### src/rtl/cpu_pkg.sv
// Shared CPU definitions: opcode and branch-condition encodings, default widths,
// and opcode-class helpers used by the execute/writeback flag stage.
package cpu_pkg;

    localparam int DEF_DATA_W   = 16;
    localparam int DEF_REG_AW   = 4;
    localparam int DEF_NUM_COND = 8;

    localparam logic [2:0] ADD = 3'b000;
    localparam logic [2:0] SUB = 3'b001;
    localparam logic [2:0] XOR = 3'b010;
    localparam logic [2:0] SLL = 3'b011;
    localparam logic [2:0] SRL = 3'b100;
    localparam logic [2:0] SRA = 3'b101;
    localparam logic [2:0] LL  = 3'b110;
    localparam logic [2:0] LH  = 3'b111;

    localparam logic [2:0] COND_NE     = 3'b000;
    localparam logic [2:0] COND_EQ     = 3'b001;
    localparam logic [2:0] COND_GT     = 3'b010;
    localparam logic [2:0] COND_LT     = 3'b011;
    localparam logic [2:0] COND_GE     = 3'b100;
    localparam logic [2:0] COND_LE     = 3'b101;
    localparam logic [2:0] COND_OVF    = 3'b110;
    localparam logic [2:0] COND_UNCOND = 3'b111;

    typedef struct packed {
        logic z;
        logic ov;
        logic n;
    } flags_t;

    // Arithmetic ops own the overflow flag; everything except the loads owns Z/N.
    function automatic logic op_sets_ov(input logic [2:0] op);
        return (op == ADD) || (op == SUB);
    endfunction

    function automatic logic op_sets_zn(input logic [2:0] op);
        return (op != LL) && (op != LH);
    endfunction

endpackage

### src/rtl/branch_cond_eval.sv
// Pure combinational branch-condition evaluator over a Z/OV/N flag triple.
module branch_cond_eval
    import cpu_pkg::*;
(
    input  logic       z,
    input  logic       ov,
    input  logic       n,
    input  logic [2:0] cond,
    output logic       taken
);

    logic w_lt;

    assign w_lt = n ^ ov;

    always_comb begin
        taken = 1'b0;
        unique case (cond)
            COND_NE:     taken = ~z;
            COND_EQ:     taken = z;
            COND_GT:     taken = ~z & ~w_lt;
            COND_LT:     taken = w_lt;
            COND_GE:     taken = ~w_lt;
            COND_LE:     taken = z | w_lt;
            COND_OVF:    taken = ov;
            COND_UNCOND: taken = 1'b1;
            default:     taken = 1'b0;
        endcase
    end

endmodule

### src/rtl/ex_flag_stage.sv
// Execute-to-writeback pipeline register with architectural Z/OV/N flags and branch decision.
// Optional EX_FLAG_BYPASS_EN: branch evaluates the next-state flags instead of the held ones.
module ex_flag_stage
    import cpu_pkg::*;
#(
    parameter int DATA_W   = DEF_DATA_W,
    parameter int REG_AW   = DEF_REG_AW,
    parameter int NUM_COND = DEF_NUM_COND
) (
    input  logic                        clk,
    input  logic                        rst,
    input  logic                        in_valid,
    input  logic [2:0]                  in_opcode,
    input  logic [DATA_W-1:0]           in_result,
    input  logic                        in_z,
    input  logic                        in_ov,
    input  logic                        in_n,
    input  logic                        in_wr_en,
    input  logic [REG_AW-1:0]           in_dst,
    input  logic                        stall,
    input  logic                        flush,
    input  logic                        clr_sticky,
    input  logic [$clog2(NUM_COND)-1:0] br_cond,
    output logic                        out_valid,
    output logic [DATA_W-1:0]           out_result,
    output logic                        out_wr_en,
    output logic [REG_AW-1:0]           out_dst,
    output logic                        flag_z,
    output logic                        flag_ov,
    output logic                        flag_n,
    output logic                        ov_sticky,
    output logic                        br_taken
);

    logic              r_valid;
    logic [DATA_W-1:0] r_result;
    logic              r_wr_en;
    logic [REG_AW-1:0] r_dst;
    flags_t            r_flags;
    logic              r_ov_sticky;

    logic   w_accept;
    logic   w_sticky_set;
    flags_t w_flags_next;
    flags_t w_br_flags;

    assign w_accept     = in_valid & ~stall & ~flush;
    assign w_sticky_set = w_accept & op_sets_ov(in_opcode) & in_ov;

    always_comb begin
        w_flags_next = r_flags;
        if (w_accept && op_sets_zn(in_opcode)) begin
            w_flags_next.z = in_z;
            w_flags_next.n = in_n;
        end
        if (w_accept && op_sets_ov(in_opcode)) begin
            w_flags_next.ov = in_ov;
        end
    end

    always_ff @(posedge clk) begin
        if (rst) begin
            r_valid     <= 1'b0;
            r_result    <= '0;
            r_wr_en     <= 1'b0;
            r_dst       <= '0;
            r_flags     <= '0;
            r_ov_sticky <= 1'b0;
        end else begin
            r_flags <= w_flags_next;
            // Set has priority over a same-cycle clear.
            if (w_sticky_set) begin
                r_ov_sticky <= 1'b1;
            end else if (clr_sticky) begin
                r_ov_sticky <= 1'b0;
            end
            if (flush) begin
                r_valid <= 1'b0;
                r_wr_en <= 1'b0;
            end else if (!stall) begin
                r_valid  <= in_valid;
                r_result <= in_result;
                r_dst    <= in_dst;
                r_wr_en  <= in_valid & in_wr_en & (in_dst != '0);
            end
        end
    end

`ifdef EX_FLAG_BYPASS_EN
    assign w_br_flags = w_flags_next;
`else
    assign w_br_flags = r_flags;
`endif

    branch_cond_eval u_branch_cond_eval (
        .z     (w_br_flags.z),
        .ov    (w_br_flags.ov),
        .n     (w_br_flags.n),
        .cond  (br_cond[2:0]),
        .taken (br_taken)
    );

    assign out_valid  = r_valid;
    assign out_result = r_result;
    assign out_wr_en  = r_wr_en;
    assign out_dst    = r_dst;
    assign flag_z     = r_flags.z;
    assign flag_ov    = r_flags.ov;
    assign flag_n     = r_flags.n;
    assign ov_sticky  = r_ov_sticky;

endmodule

### config.mk
export PLATFORM = sky130hd
export DESIGN_NAME = ex_flag_stage
export DESIGN_NICKNAME = d
export VERILOG_FILES = /design/src/rtl/cpu_pkg.sv /design/src/rtl/branch_cond_eval.sv /design/src/rtl/ex_flag_stage.sv
export SDC_FILE = /design/constraint.sdc
export NUM_CORES = 1
export LEC_CHECK = 0
export CAP_MARGIN = 10
export CELL_PAD_IN_SITES_DETAIL_PLACEMENT = 0
export CELL_PAD_IN_SITES_GLOBAL_PLACEMENT = 2
export CORE_MARGIN = 1.5
export CORE_UTILIZATION = 17
export CTS_CLUSTER_SIZE = 12
export DETAILED_ROUTE_END_ITERATION = 12
export HOLD_SLACK_MARGIN = 0.12
export PLACE_DENSITY = 0.84
export SYNTH_ARGS = -nofsm -noshare
export SYNTH_HDL_FRONTEND = slang
export SYNTH_SLANG_ARGS = --single-unit
### constraint.sdc
create_clock -name clk -period 0.9 [get_ports clk]
set_input_delay 0.09 -clock clk [delete_from_list [all_inputs] [get_ports clk]]
set_output_delay 0.09 -clock clk [all_outputs]
set_load 0.02 [all_outputs]
* Yosys cells after proc, flatten, opt, wreduce, memory -nomap -nowiden *
Index checks and enable logic that the tools add are counted.

storage, ports and cells
  bits in registers = 26
  bits in latches = 0
  memory bits (writable) = 0
  bits in read-only memories = 0
  memories = 0
  word-level logic and storage cells = 44

operators by class
  mux-type cells = 3
  reduce and logical (&&, ||, !) cells = 10
  div/mod/pow operators = 0
  multiply operators = 0
  equality and inequality tests = 10
  $lt $le $gt $ge = 0
  add/subtract/negate cells = 0
  shift-type cells = 0
  bitwise logic cells = 13

operator list
  kind                                                             count
  3-bit == test, second input constant                             4
  1-bit one-hot mux with 8 select lines                            1
  1-bit AND                                                        7
  3-bit by 1-bit == test with 1-bit output, second input constant  2
  3-bit by 2-bit == test with 1-bit output, second input constant  2
  3-bit logical NOT                                                2
  3-bit != test, second input constant                             2
  1-bit NOT                                                        4
  4-bit nonzero test                                               1
  1-bit logical AND                                                3
  1-bit two-way mux                                                2
  2-bit AND reduction                                              1
  2-bit nonzero test                                               1
  2-bit OR reduction                                               1
  1-bit logical OR                                                 1
  1-bit bitwise OR                                                 1
  1-bit bitwise XOR                                                1

* Longest topological paths before layout *
  depth after elaboration = 6
  depth in mapped cells = 4

* Cells and area by module *
Synthesis repeated with hierarchy kept, for this count alone.

unflattened totals
  cell total of the unflattened synthesis = 128
  area, all modules = 1027.2 sq um

modules (own cells, without submodules)
  module            area an instance (sq um)  cells an instance  instances
  ex_flag_stage     944.7                     116                1
  branch_cond_eval  82.6                      12                 1

* Worst setup path after synthesis *
Ideal clock, no wire load.

  path kind = reg-to-output
  start point = reg r_flags (netlist bit flag_ov)
  end point = out br_taken
  path buffers = 1
  cell stages (with the launch flop) = 5
  setup slack = -0.355 ns
  data required time = 0.810 ns
  data arrival time = 1.165 ns
  cell sequence = dfxtp_1 -> clkbuf_2 -> nor4b_1 -> o31ai_1 -> nand4_1

between the ends
  longest elaborated chain between the ends = 4

RTL lines
  item                                     line                                            text
  start: declaration                       ex_flag_stage.sv:39                             flags_t r_flags;
  start signal: assignment                 ex_flag_stage.sv:70                             r_flags <= w_flags_next;
  1-bit bitwise XOR                        branch_cond_eval.sv:14                          assign w_lt = n ^ ov;
  1-bit NOT                                branch_cond_eval.sv:21, branch_cond_eval.sv:23
  1-bit AND                                branch_cond_eval.sv:21                          COND_GT: taken = ~z & ~w_lt;
  1-bit one-hot mux with 8 select lines *  branch_cond_eval.sv:18                          unique case (cond)
  end: declaration                         ex_flag_stage.sv:32                             output logic br_taken

Mark *: on every way between the ends. The rest lies on a longest branch, timed or not.

* Worst setup path in the final report *
Ends and elaborated chain as after synthesis.

==> flow_metrics.py <==
metrics = {
    "outcome": {
        "status": "finished, violations left",
        "failed_checks": "setup timing",
    },
    "critical_path": {
        "reg2reg_depth": 4,
        "r2r_setup_slack_ps": 30,
        "slowest_stage": "dfxtp_4",
        "path_delay_family": "flip-flops",
        "startpoint_type": "flop",
        "crit_top_cell": "buf_4",
        "worstSetupEndpointType": "output pin",
        "crit-reg2reg-capture": "flag_n",
        "cp_cell_sequence": "buf_4 -> o2bb2ai_1 -> o21ai_1 -> nand4_1 -> buf_4",
        "cp_num_buf_inv": 2,
        "critPathKind": "reg -> out",
        "max_stage_delay_ps": 370,
        "path_depth": 5,
        "r2r-start": "flag_n",
        "arrival_ps": 1300,
        "cp.required_ps": 810,
        "cp_max_fo": 5,
    },
    "synthesis": {
        "syn_area_per_cell_um2": 8.090,
        "ys_ff_latch": 26,
        "synth_edf_count": 0,
        "synth_warnings": 0,
        "synth_area_leader_cell": "dfxtp_1",
        "synthCells": 131,
        "synthArstFlopShare_pct": 0,
        "synthFlopType": "dfxtp_1",
        "synthTopCellsByArea": "dfxtp_1 49%, nand2_1 15%, a21oi_1 11%, clkbuf_8 2.6%, buf_2 1.4%",
        "synth_area_um2": 1060,
        "synth_top_cell_area_share_pct": 49.11,
        "yosysSeqAreaShare_pct": 49.11,
        "synth_nets": 167,
        "yosysUniqueCellTypes": 29,
    },
    "global_routing": {
        "grt_pass1_vias": 1126,
        "grt_max_degree": 27,
        "grt_util_met1_pct": 12.23,
        "grt_overflow": 0,
        "gr-max-usage-layer": "met2",
        "met2_usage_pct": 18.44,
        "grt_pass1_wl_mm": 5.278,
        "met3_usage_pct": 2.889,
        "antenna_found_initial": 0,
        "grt_use_total_pct": 10.24,
    },
    "routing": {
        "wl_per_cell_um": 11.48,
        "wl_mm": 3.238,
        "drtIter0Drc": 37,
        "route.detailed.drc": 0,
        "viasPerCell": 4.099,
        "antenna_left": 0,
        "dr.pass1.iters": 2,
        "vias": 1156,
    },
    "cts": {
        "cts_made_buffers": 3,
        "clock_sinks": 26,
        "path_clk_slew_ps": 90,
        "clk-insertion-delay-late_ps": 260,
        "h-tree-depth": 1,
        "hold_buffers": 0,
        "cts_root_buffer": "clkbuf_8",
        "clock_path_buffers": 2,
        "cts_tree": "built",
    },
    "power": {
        "power.density_nw_per_um2": 1285,
        "p_leak_nw": 0.8067,
        "power_mw": 2.513,
        "ir_worst_vdd_mv": 0.7712,
    },
    "final_layout": {
        "finalNetCount": 244,
        "antenna_cells": 0,
        "final_area_um2": 1956,
        "drive_gt1_share_pct": 34.78,
        "area_growth_pct": 84.53,
        "final_cell_mix": "43 x nand2_1, 35 x buf_4, 25 x clkdlybuf4s50_1",
        "final_common_cell": "nand2_1",
    },
    "placed_design": {
        "dp_hpwl_mm": 2.278,
        "place_area_um2": 1844,
        "io_buffers": 61,
        "gp_congestion": 0.6716,
        "place_ws_ps": -881.2,
    },
    "hold_path": {
        "min-delay-start": "in_dst[3]",
        "min_to": "out_dst[3]",
        "hold_class": "in -> reg",
        "whs_path_depth": 3,
    },
    "timing": {
        "period_share_pct": 154.1,
        "skew_ps": 0,
        "rsz0062_at_grt": "true",
        "worst_slew_pin_slew_ps": 272.6,
        "fin_ws_ps": -486.9,
        "holdWs_ps": 224.7,
        "tns_ps": -755.5,
        "timing.fmax_ghz": 0.7211,
        "drv_slew": 0,
        "relSlewSlack_pct": 81.80,
        "setup_violations": 4,
        "layout_min_cycle_time_ps": 1387,
        "finalHoldViolCount": 0,
    },
    "floorplanning": {
        "dieArea_um2": 6717,
        "start_util_pct": 17.79,
        "pin_count": 63,
        "fp.coreArea_um2": 5956,
        "num_rows": 28,
        "dieWidth_um": 81.96,
        "die_y_um": 81.96,
    },
    "run": {
        "drv_cap": 0,
    },
}
cell usage after synthesis (all sizes together) (2+ instances only):
master  count
o31ai       2
dfxtp      26
nor3        2
o211ai      2
nand2      43
nand3       3
nor2        3
buf         3
a21oi      24
clkbuf      5
o21ai       3
worst min-delay path: stages:
cell,delay (ps)
dlygate4sd2_1,260
nand2_1,60
a21oi_1,50
where the power goes:
group          leakage (nW)  switching [mW]  internal [mW]  total [mW]
Combinational         0.560           0.239          0.289       0.528
Clock                0.0288           0.372          0.391       0.763
Sequential            0.218          0.0290           1.19        1.22
per-layer routing:
| metal | vias up | wire, um |
|---|---|---|
| li1 | 595 | - |
| met1 | 529 | 1452 |
| met2 | 32 | 1602 |
| met3 | 0 | 183 |
| met4 | 0 | 0 |
| met5 | - | 0 |
registers in the layout, summed over array words and instances, names as in the netlist:
signal      count
out_wr_en       1
flag_n          1
ov_sticky       1
out_result     16
out_dst         4
flag_ov         1
out_valid       1
flag_z          1
layout make-up:
class | instances | area (um2)
tap | 75 | 93.84
multi-input combinational | 97 | 548.0
sequential | 26 | 543.0
timing repair buffer | 80 | 715.7
fill | 663 | 4000
clock buffer | 4 | 55.05
worst max path at each step:
stage / endpoint / startpoint / slack (ps)
after floorplan: br_taken / flag_ov / -270
after CTS: br_taken / flag_n / -480
final: br_taken / flag_ov / -490
after detailed placement: br_taken / br_cond[2] / -880
after global routing: br_taken / flag_ov / -560
after global placement: br_taken / br_cond[2] / -850
through the flow:
| stage | std cells | util (%) |
|---|---|---|
| floorplan | 131 | - |
| global route | 282 | 32.84 |
| CTS | 280 | 30.48 |
| finish | 282 | 32.84 |
| global placement | 275 | 30.97 |
| detailed placement | 275 | 30.97 |
kinds of logic after synthesis:
family / share of synthesized area [%]
DFF: 49.11
muxes: 0.9445
buffers and inverters: 5.195
and+or+nand+nor: 25.39
xor gates and xnor gates: 0.8266
AOI/OAI and AO/OA: 18.54
timing repair:
action	CTS	global route
setup buffers	0	2
resized for setup	128	49
setup endpoints to repair	52	28
gates cloned	1	0
pin swaps	2	5
No activity file was read; power rests on OpenSTA's default activity.
